**config.mk**
```make
export PLATFORM = sky130hd
export DESIGN_NAME = seg_scan_driver
export DESIGN_NICKNAME = d
export VERILOG_FILES = /design/src/rtl/seg_scan_driver.sv
export SDC_FILE = /design/constraint.sdc
export NUM_CORES = 1
export LEC_CHECK = 0
export ABC_CLOCK_PERIOD_IN_PS = 2700
export BUFFER_PORTS_ARGS = -buffer_cell sky130_fd_sc_hd__buf_2
export CAP_MARGIN = 40
export CORE_ASPECT_RATIO = 0.75
export CORE_MARGIN = 2
export CORE_UTILIZATION = 45
export CTS_BUF_LIST = sky130_fd_sc_hd__clkbuf_16
export CTS_CLUSTER_SIZE = 30
export DETAILED_ROUTE_END_ITERATION = 8
export PLACE_DENSITY = 0.73
export SYNTH_ARGS = -nofsm -noshare
export SYNTH_HDL_FRONTEND = slang
export SYNTH_SLANG_ARGS = --single-unit
```
**constraint.sdc**
```tcl
create_clock -name clk -period 2.7 [get_ports clk]
set_input_delay 0.675 -clock clk [delete_from_list [all_inputs] [get_ports clk]]
set_output_delay 0.675 -clock clk [all_outputs]
set_load 0.1 [all_outputs]
```
**src/rtl/seg_scan_driver.sv**
```systemverilog
// Multiplexed 4-digit common-anode 7-segment driver fed by a one-hot ring phase.
// Optional leading-zero blanking when LZ_BLANK_EN is defined.
module seg_scan_driver #(
    parameter int SAT_W     = 8,
    parameter bit SEQ_CHECK = 1'b1
) (
    input  logic             clk,
    input  logic             rst_n,
    input  logic [3:0]       phase,
    input  logic [15:0]      data_in,
    input  logic [3:0]       dp_in,
    input  logic             load,
    input  logic             clr_fault,
    output logic [3:0]       an_n,
    output logic [6:0]       seg_n,
    output logic             dp_n,
    output logic             pending,
    output logic             fault,
    output logic [SAT_W-1:0] fault_cnt
);

`ifdef LZ_BLANK_EN
    localparam bit LZ = 1'b1;
`else
    localparam bit LZ = 1'b0;
`endif

    localparam logic [SAT_W-1:0] CNT_MAX = {SAT_W{1'b1}};
    localparam logic [SAT_W-1:0] CNT_ONE = {{(SAT_W-1){1'b0}}, 1'b1};

    logic [15:0] disp_data, pend_data, eff_data;
    logic [3:0]  disp_dp, pend_dp, eff_dp;
    logic [3:0]  prev;
    logic        prev_vld;
    logic        valid, frame_start, seq_bad, fault_now;
    logic [3:0]  nib;
    logic        sel_dp, blank;

    function automatic logic [6:0] hex7(input logic [3:0] v);
        logic [6:0] s;
        case (v)
            4'h0: s = 7'b1000000;
            4'h1: s = 7'b1111001;
            4'h2: s = 7'b0100100;
            4'h3: s = 7'b0110000;
            4'h4: s = 7'b0011001;
            4'h5: s = 7'b0010010;
            4'h6: s = 7'b0000010;
            4'h7: s = 7'b1111000;
            4'h8: s = 7'b0000000;
            4'h9: s = 7'b0010000;
            4'hA: s = 7'b0001000;
            4'hB: s = 7'b0000011;
            4'hC: s = 7'b1000110;
            4'hD: s = 7'b0100001;
            4'hE: s = 7'b0000110;
            default: s = 7'b0001110;
        endcase
        return s;
    endfunction

    assign valid = (phase != 4'b0000) &&
                   ((phase & (phase - 4'd1)) == 4'b0000);
    assign frame_start = valid && (phase == 4'b1000);
    assign seq_bad = SEQ_CHECK && prev_vld && valid &&
                     (phase != {prev[0], prev[3:1]});
    assign fault_now = !valid || seq_bad;

    // Frame-start commit is visible to the same cycle's decode
    always_comb begin
        eff_data = disp_data;
        eff_dp   = disp_dp;
        if (frame_start) begin
            if (load) begin
                eff_data = data_in;
                eff_dp   = dp_in;
            end else if (pending) begin
                eff_data = pend_data;
                eff_dp   = pend_dp;
            end
        end
    end

    always_comb begin
        nib    = 4'h0;
        sel_dp = 1'b0;
        blank  = 1'b0;
        if (valid) begin
            unique case (1'b1)
                phase[0]: begin
                    nib    = eff_data[3:0];
                    sel_dp = eff_dp[0];
                end
                phase[1]: begin
                    nib    = eff_data[7:4];
                    sel_dp = eff_dp[1];
                    blank  = LZ && (eff_data[15:4] == 12'h000);
                end
                phase[2]: begin
                    nib    = eff_data[11:8];
                    sel_dp = eff_dp[2];
                    blank  = LZ && (eff_data[15:8] == 8'h00);
                end
                phase[3]: begin
                    nib    = eff_data[15:12];
                    sel_dp = eff_dp[3];
                    blank  = LZ && (eff_data[15:12] == 4'h0);
                end
            endcase
        end
    end

    always_ff @(posedge clk or negedge rst_n) begin
        if (!rst_n) begin
            an_n  <= 4'b1111;
            seg_n <= 7'b1111111;
            dp_n  <= 1'b1;
        end else begin
            an_n  <= valid ? ~phase : 4'b1111;
            seg_n <= (valid && !blank) ? hex7(nib) : 7'b1111111;
            dp_n  <= valid ? ~sel_dp : 1'b1;
        end
    end

    always_ff @(posedge clk or negedge rst_n) begin
        if (!rst_n) begin
            disp_data <= 16'h0000;
            disp_dp   <= 4'h0;
            pend_data <= 16'h0000;
            pend_dp   <= 4'h0;
            pending   <= 1'b0;
        end else begin
            disp_data <= eff_data;
            disp_dp   <= eff_dp;
            if (load) begin
                pend_data <= data_in;
                pend_dp   <= dp_in;
            end
            if (frame_start)
                pending <= 1'b0;
            else if (load)
                pending <= 1'b1;
        end
    end

    always_ff @(posedge clk or negedge rst_n) begin
        if (!rst_n) begin
            prev     <= 4'b0000;
            prev_vld <= 1'b0;
        end else begin
            prev_vld <= valid;
            if (valid)
                prev <= phase;
        end
    end

    always_ff @(posedge clk or negedge rst_n) begin
        if (!rst_n) begin
            fault     <= 1'b0;
            fault_cnt <= '0;
        end else begin
            if (fault_now)
                fault <= 1'b1;
            else if (clr_fault)
                fault <= 1'b0;
            if (fault_now && (fault_cnt != CNT_MAX))
                fault_cnt <= fault_cnt + CNT_ONE;
        end
    end

endmodule

```
==> key figures, run 1 <==
Layout
  – FILL cells: 503
  – Final non-filler cell total: 434
  – Number of diodes: 0
  – Ratio of cells with drive above 1 in the final layout: 42.8%
  – Finished Cell Area: 0.00392 sq mm
  – Area growth syn-to-layout: 31.6%
  – Post-layout nets: 383

Critical path
  – Critical path endpoint category: register
  – Data required time of the worst path: 2.96 ns
  – Critical path arrival: 2.82 ns
  – Setup crit start kind: input pin
  – Setup CP Type: input pin to register
  – CP max FO: 5

GRT
  – Total GRT Usage: 18.9%
  – Vias in the first global route: 2284
  – Antenna violations before repair: 0
  – First-pass GRT wire length: 10.6 mm
  – Largest net degree at the start of global routing: 44
  – Remaining Overflow, GRT: 0

Synth
  – Post-synth ARST share: 100%
  – Dominant cell type by area after synthesis: dfrtp_1
  – EDFF count, synth: 0
  – Syn Inst Count: 262
  – YS warnings: 0
  – Syn Area/Cell: 11.4 sq um
  – Synthesized cell area: 0.00297 sq mm
  – Syn nets: 297
  – #FFs+latches synth: 67
  – Cells taking the most area after synthesis: dfrtp_1 (46%), dfstp_2 (11%), mux2_2 (8.7%)
  – Most common flop cell mapped by yosys: dfrtp_1
  – Commonest cells post-synth: nand2_1 (65), dfrtp_1 (55), mux2_2 (23)
  – Post-synth top area share: 46.3%
  – Register area share after synthesis: 56.9%
  – Top-count cell post-synth: nand2_1
  – Synth unique cells: 50

Floorplanning
  – Die area: 0.00728 sq mm
  – Initial Util: 46.8%
  – Site Rows: 25
  – Die W: 97.9 microns
  – I/O pin count: 50
  – Die height: 74.4 microns
  – CORE AREA: 0.00635 sq mm

Timing
  – Final hold violation count: 0
  – Fin. max-slew vios: 0
  – Tcrit/Tclk final: 94.8%
  – Skew final: 0.00857 ns
  – Setup violations, final: 0
  – Final min period: 2.56 ns
  – WHS: 0.341 ns
  – Achievable Freq: 391 MHz
  – Slew HR: 61.5%
  – Unrepaired setup endpoints after global routing: no
  – Final setup TNS: 0 ns
  – Worst-margin pin slew: 0.577 ns

Drt
  – # DRC: 0
  – DRC violation total after the first TritonRoute iteration: 123
  – WL/cell: 13.9 microns
  – Drt pass-1 iters: 5
  – Routed vias: 2162
  – Avg Vias per Cell: 4.98
  – Drt total wl: 6.05 mm
  – Antenna Violating Nets Remaining: 0

Clock network
  – Longest Clk Path Bufs: 2
  – Clock net sink count: 67
  – CTS tree: built
  – Clk Latency, worst-skew pair: 0.34 ns
  – Hold_buf cts: 0
  – Setup Fix Bufs, Post-CTS: 0
  – Worst-path clk slew: 0.05 ns
  – CTS root buffer: clkbuf_16
  – Post-cts sizing count: 0
  – CTS Buf Count: 9
  – H-tree Lvls: 3

Power
  – Leakage: 1.87 nW
  – Int Pwr: 2.33 mW
  – NetSw: 1.38 mW
  – Switching share of power: 37.2%
  – Clock network power share: 32.5%
  – Comb power frac: 31.5%
  – Worst VDD drop: 770 uV
  – Pwr Density: 947 mW/mm^2
  – Sequential power share: 36.0%
  – Total power: 3.71 mW

Placement
  – Placed cell areas: 0.00360 sq mm
  – PortBufs: 49
  – # placed instances: 418
  – Post-DP HPWL: 4.48 mm
  – Global placer's final weighted congestion: 0.862

Outcome
  – Status: finished, final reports clean

Run
  – MaxCap Viol Count: 0

Min path
  – Worst min path class: input pin to async pin
==> cell usage in the layout (no fill, tap or decap), types with 2 or more instances in the layout <==
| cell type | n |
|---|---|
| a221oi_1 | 2 |
| a31oi_1 | 3 |
| and3_1 | 3 |
| buf_2 | 49 |
| buf_4 | 36 |
| bufinv_16 | 2 |
| clkbuf_16 | 9 |
| clkinvlp_4 | 2 |
| dfrtp_1 | 54 |
| dfstp_2 | 12 |
| ha_1 | 6 |
| inv_1 | 7 |
| inv_2 | 3 |
| mux2_2 | 23 |
| mux2i_1 | 3 |
| nand2_1 | 65 |
| nand3_1 | 3 |
| nand3b_1 | 2 |
| nand4_1 | 6 |
| nor2_1 | 8 |
| o211ai_1 | 4 |
| o21a_1 | 2 |
| o21ai_0 | 4 |
| o21ai_1 | 2 |
| xnor2_1 | 10 |
| xor2_1 | 2 |
==> flip-flops by register name, summed over array words and instances, names as in the netlist, 4 cells and up <==
signal,count
pend_dp,4
disp_data,16
disp_dp,4
pend_data,16
an_n,4
fault_cnt,8
prev,4
seg_n,7
==> layer usage <==
metal  vias to the layer above  share of wire (%)  global-route usage [%]  wire [microns]
li1                       1072                  -                       -               -
met1                      1027                 49                    24.9            2950
met2                        52                 44                    29.1            2690
met3                        11                5.1                    6.77             310
met4                         0                1.7                    7.41             103
met5                         -                  0                       0               0
==> path summary, 6_finish.rpt <==
kind,endpoint,slack [ns],cells after the start,startpoint
max in group asynchronous,an_n[0],1.69,2,rst_n
worst min register to register,pend_data[14],0.49,2,pend_data[14]
min in group clk,pend_data[14],0.49,2,pend_data[14]
worst max register to register,seg_n[3],0.25,8,pending
worst max-delay path,seg_n[3],0.14,10,phase[2]
worst min-delay path,pend_data[13],0.34,1,rst_n
==> area by class of cell <==
type	instances	area, sq um	area share [%]
timing repair buffer	86	536	13.7
multi-input combinational	177	1250	31.9
inverter	7	26.3	0.671
sequential	67	1690	43.2
tap	81	101	2.59
clock buffer	9	225	5.75
clock inverter	7	86.3	2.21
==> worst max-delay path, cell delays in order <==
cell and delay, ns:
buf_2 0.12, nor4b_4 0.35, buf_4 0.18, nand2_2 0.05, a311oi_2 0.39, nor3_4 0.12, inv_2 0.07, ha_1 0.25
mux4_2 0.46, nand2b_4 0.15
==> through the flow <==
step | utilization, % | setup WS (ns)
floorplan | - | -0.0960
global placement | 56.7 | -0.118
detailed placement | 56.7 | -0.214
CTS | 61.7 | 0.131
global route | 61.7 | 0.0419
finish | 61.7 | 0.139
==> logic make-up (layout without fill, tap and decap cells) <==
kind of cell | count (synthesis) | after routing | synth area share, %
AOI/OAI and AO/OA | 31 | 31 | 7.57
xor gates and xnor gates | 12 | 12 | 3.53
adders and majority gates | 7 | 7 | 2.94
buffers and inverters | 18 | 109 | 2.94
DFF | 67 | 67 | 56.9
muxes | 28 | 28 | 10.9
and+or+nand+nor | 99 | 99 | 15.3
==> power groups by stage <==
stage                     Combinational [mW]  Clock, mW  Sequential [mW]
after floorplan                        0.365          0             1.89
after global placement                  1.16          0             1.34
after detailed placement                1.18          0             1.35
after CTS                               1.18       1.23             1.34
after global routing                    1.25       1.27             1.36
final                                   1.17       1.20             1.34
Note: power is estimated with default switching activity, not from simulation.
==> run 2: changes to the inputs <==
--- a/config.mk
+++ b/config.mk
@@ -5,6 +5,7 @@
 export SDC_FILE = /design/constraint.sdc
 export NUM_CORES = 1
 export LEC_CHECK = 0
+export ABC_AREA = 1
 export ABC_CLOCK_PERIOD_IN_PS = 2700
 export BUFFER_PORTS_ARGS = -buffer_cell sky130_fd_sc_hd__buf_2
 export CAP_MARGIN = 40
@@ -14,7 +15,8 @@
 export CTS_BUF_LIST = sky130_fd_sc_hd__clkbuf_16
 export CTS_CLUSTER_SIZE = 30
 export DETAILED_ROUTE_END_ITERATION = 8
-export PLACE_DENSITY = 0.73
+export GPL_ROUTABILITY_DRIVEN = 1
+export PLACE_DENSITY = 0.72
 export SYNTH_ARGS = -nofsm -noshare
 export SYNTH_HDL_FRONTEND = slang
 export SYNTH_SLANG_ARGS = --single-unit
==> run 2 against run 1 <==
Against the previous run: global-route usage rose by 0.30 points; register-to-register slack improved by 0.29 ns; critical path type unchanged; clock power about the same; combinational power increased by 5%; final area rose by 5.6%; clock skew down 0.0048 ns; final cell count increased by 30%; die area is 16% higher; via count rose by 21%; total power increased by 0.75%.
==> key figures, run 2 <==
Outcome
  – Status: finished, final reports clean (unchanged)

Placement
  – PortBufs: 49 (unchanged)
  – Global placer's final weighted congestion: 0.855 (was 0.862)
  – Post-DP HPWL: 5.29 mm (was 4.48 mm)

GRT
  – Antenna violations before repair: 0 (unchanged)
  – Vias in the first global route: 2580 (was 2284)
  – Remaining Overflow, GRT: 0 (unchanged)
  – Largest net degree at the start of global routing: 31 (was 44)
  – Total GRT Usage: 19.2% (was 18.9%)
  – First-pass GRT wire length: 12.4 mm (was 10.6 mm)

Synth
  – Syn nets: 434 (was 297)
  – Most common flop cell mapped by yosys: dfrtp_1 (unchanged)
  – Register area share after synthesis: 48.8% (was 56.9%)
  – Syn Area/Cell: 8.69 sq um (was 11.4 sq um)
  – YS warnings: 0 (unchanged)
  – Simple-Gate Fraction of Synth Area: 30.7% (was 15.3%)
  – #FFs+latches synth: 67 (unchanged)
  – Dominant cell type by area after synthesis: dfrtp_1 (unchanged)
  – Synthesized cell area: 0.00347 sq mm (was 0.00297 sq mm)
  – Cells taking the most area after synthesis: dfrtp_1 (40%), nand2_1 (15%), dfstp_2 (9.1%) (was dfrtp_1 (46%), dfstp_2 (11%), mux2_2 (8.7%))
  – Compound-Gate Fraction of Synth Area: 5.27% (was 7.57%)
  – Top-count cell post-synth: nand2_1 (unchanged)
  – Synth unique cells: 36 (was 50)
  – Multiplexer area fraction after synthesis: 0.325% (was 10.9%)
  – Post-synth ARST share: 100% (unchanged)
  – Largest family of logic cells by synthesized area: simple AND/OR/NAND/NOR gates (unchanged)
  – Post-Synth Adder-Cell Area: 2.53% (was 2.94%)
  – Syn Inst Count: 399 (was 262)
  – Post-synth top area share: 39.7% (was 46.3%)
  – EDFF count, synth: 0 (unchanged)
  – Xor-xnor portion of the synthesized cell area: 2.53% (was 3.53%)
  – Commonest cells post-synth: nand2_1 (141), dfrtp_1 (55), inv_1 (53) (was nand2_1 (65), dfrtp_1 (55), mux2_2 (23))

Power
  – Worst VDD drop: 1320 uV (was 770 uV)
  – Leakage: 2.21 nW (was 1.87 nW)
  – Pwr Density: 904 mW/mm^2 (was 947 mW/mm^2)

Floorplanning
  – CORE AREA: 0.00740 sq mm (was 0.00635 sq mm)
  – Die area: 0.00843 sq mm (was 0.00728 sq mm)
  – Die height: 80.0 microns (was 74.4 microns)
  – Site Rows: 27 (was 25)
  – Die W: 105 microns (was 97.9 microns)
  – Initial Util: 46.9% (was 46.8%)
  – I/O pin count: 50 (unchanged)

Drt
  – DRC violation total after the first TritonRoute iteration: 132 (was 123)
  – # DRC: 0 (unchanged)
  – Drt pass-1 iters: 4 (was 5)
  – Drt total wl: 7.19 mm (was 6.05 mm)
  – Routed vias: 2625 (was 2162)
  – Avg Vias per Cell: 4.66 (was 4.98)
  – Antenna Violating Nets Remaining: 0 (unchanged)
  – WL/cell: 12.8 microns (was 13.9 microns)

Timing
  – Setup violations, final: 0 (unchanged)
  – Slew HR: 67.5% (was 61.5%)
  – Unrepaired setup endpoints after global routing: no (unchanged)
  – Tcrit/Tclk final: 83.8% (was 94.8%)
  – Fin. max-slew vios: 0 (unchanged)
  – Final min period: 2.26 ns (was 2.56 ns)
  – Final setup TNS: 0 ns (unchanged)
  – Achievable Freq: 442 MHz (was 391 MHz)
  – Worst-margin pin slew: 0.491 ns (was 0.577 ns)
  – Final hold violation count: 0 (unchanged)
  – Skew final: 0.00373 ns (was 0.00857 ns)

Layout
  – Reg area: 0.00169 sq mm (about the same)
  – Ratio of cells with drive above 1 in the final layout: 28.6% (was 42.8%)
  – Area growth syn-to-layout: 19.2% (was 31.6%)
  – Post-Route Utilization: 55.9% (was 61.7%)
  – FILL cells: 675 (was 503)
  – Post-layout nets: 492 (was 383)
  – Multi-input logic area: 0.00144 sq mm (was 0.00125 sq mm)
  – Regs by FF count: disp_data: 16 flops, pend_data: 16 flops, fault_cnt: 8 flops (unchanged)
  – Number of diodes: 0 (unchanged)
  – Commonest non-fill, non-tap cell in the layout: nand2_1 (unchanged)
  – Most frequent cells in the layout: nand2_1 (141), dfrtp_1 (55), inv_1 (54), buf_2 (49), nand3_1 (32) (was nand2_1 (65), dfrtp_1 (54), buf_2 (49), buf_4 (36), mux2_2 (23))

Clock network
  – H-tree Lvls: 3 (unchanged)
  – Longest Clk Path Bufs: 2 (unchanged)
  – Clk Latency, worst-skew pair: 0.33 ns (was 0.34 ns)
  – CTS Buf Count: 9 (unchanged)
  – Clock net sink count: 67 (unchanged)
  – CTS tree: built (unchanged)
  – Worst-path clk slew: 0.06 ns (was 0.05 ns)
  – CTS root buffer: clkbuf_16 (unchanged)
  – Setup Fix Bufs, Post-CTS: 0 (unchanged)
  – Hold_buf cts: 0 (unchanged)
  – Post-cts sizing count: 0 (unchanged)

Critical path
  – Critical path arrival: 2.52 ns (was 2.82 ns)
  – Setup crit start kind: input pin (unchanged)
  – Critical path endpoint category: register (unchanged)
  – Setup CP Type: input pin to register (unchanged)
  – Data required time of the worst path: 2.96 ns (about the same)
  – CP max FO: 18 (was 5)

Min path
  – Worst min path class: input pin to async pin (unchanged)

Run
  – MaxCap Viol Count: 0 (unchanged)
run 2: cell types whose count changed after synthesis, sizes merged, moves of 6 or more:
cell,before,now
nand3,3,35
mux2,24,1
o21ai,6,15
and2,2,8
inv,7,60
nor2,9,17
nand2,66,158
run 2: path summary, 6_finish.rpt:
path	from	to	slack (ns)	depth (start not counted)
worst max-delay path	load	seg_n[5]	0.44	15
worst min-delay path	rst_n	pend_data[1]	0.30	1
worst max register to register	pending	seg_n[5]	0.54	13
worst min register to register	pend_dp[0]	pend_dp[0]	0.47	2
max in group asynchronous	rst_n	an_n[3]	1.69	2
min in group clk	pend_dp[0]	pend_dp[0]	0.47	2
run 2: logic make-up after synthesis:
family                     after synthesis
AOI/OAI and AO/OA                       21
and+or+nand+nor                        221
adders and majority gates                7
muxes                                    1
DFF                                     67
xor gates and xnor gates                10
buffers and inverters                   72
run 2: stage by stage:
| step | area [sq um] | power [mW] | setup WS, ns | std cells | hold slack, ns |
|---|---|---|---|---|---|
| after floorplan | 3470 | 2.31 | 0.146 | 399 | 0.379 |
| after global placement | 3820 | 2.52 | 0.187 | 547 | 0.456 |
| after detailed placement | 3820 | 2.54 | 0.131 | 547 | 0.460 |
| after CTS | 4130 | 3.76 | 0.450 | 563 | 0.315 |
| after global routing | 4130 | 3.93 | 0.247 | 563 | 0.332 |
| final | 4130 | 3.74 | 0.436 | 563 | 0.302 |
run 2: cell type report:
class                      instances  area share (%)
tap                              101            3.06
timing repair buffer              59            8.05
multi-input combinational        260            34.7
clock inverter                     7            2.03
inverter                          60            5.75
clock buffer                       9            5.45
sequential                        67            40.9
run 2: where the power goes:
part,switching [mW],leakage (nW),internal [mW]
Combinational,0.952,1.27,0.282
Sequential,0.0983,0.772,1.19
Clock,0.417,0.160,0.797
run 2: routing by layer:
layer	vias to the layer above	GRT usage (%)	wire length, microns
met4	0	5.73	99
li1	1327	-	-
met1	1223	25.6	3560
met2	64	30.1	3150
met3	11	5.96	387
met5	-	0	0
run 2: worst max-delay path: stages:
cell and delay (ns):
buf_2 0.21, inv_6 0.08, nand2_4 0.12, nand3_4 0.22
inv_4 0.15, nand2_1 0.09, nand3_1 0.08, nand2_1 0.06
inv_1 0.08, o21ai_2 0.10, ha_1 0.26, inv_1 0.13
nor2_1 0.07, a21boi_1 0.13, nand2_1 0.06
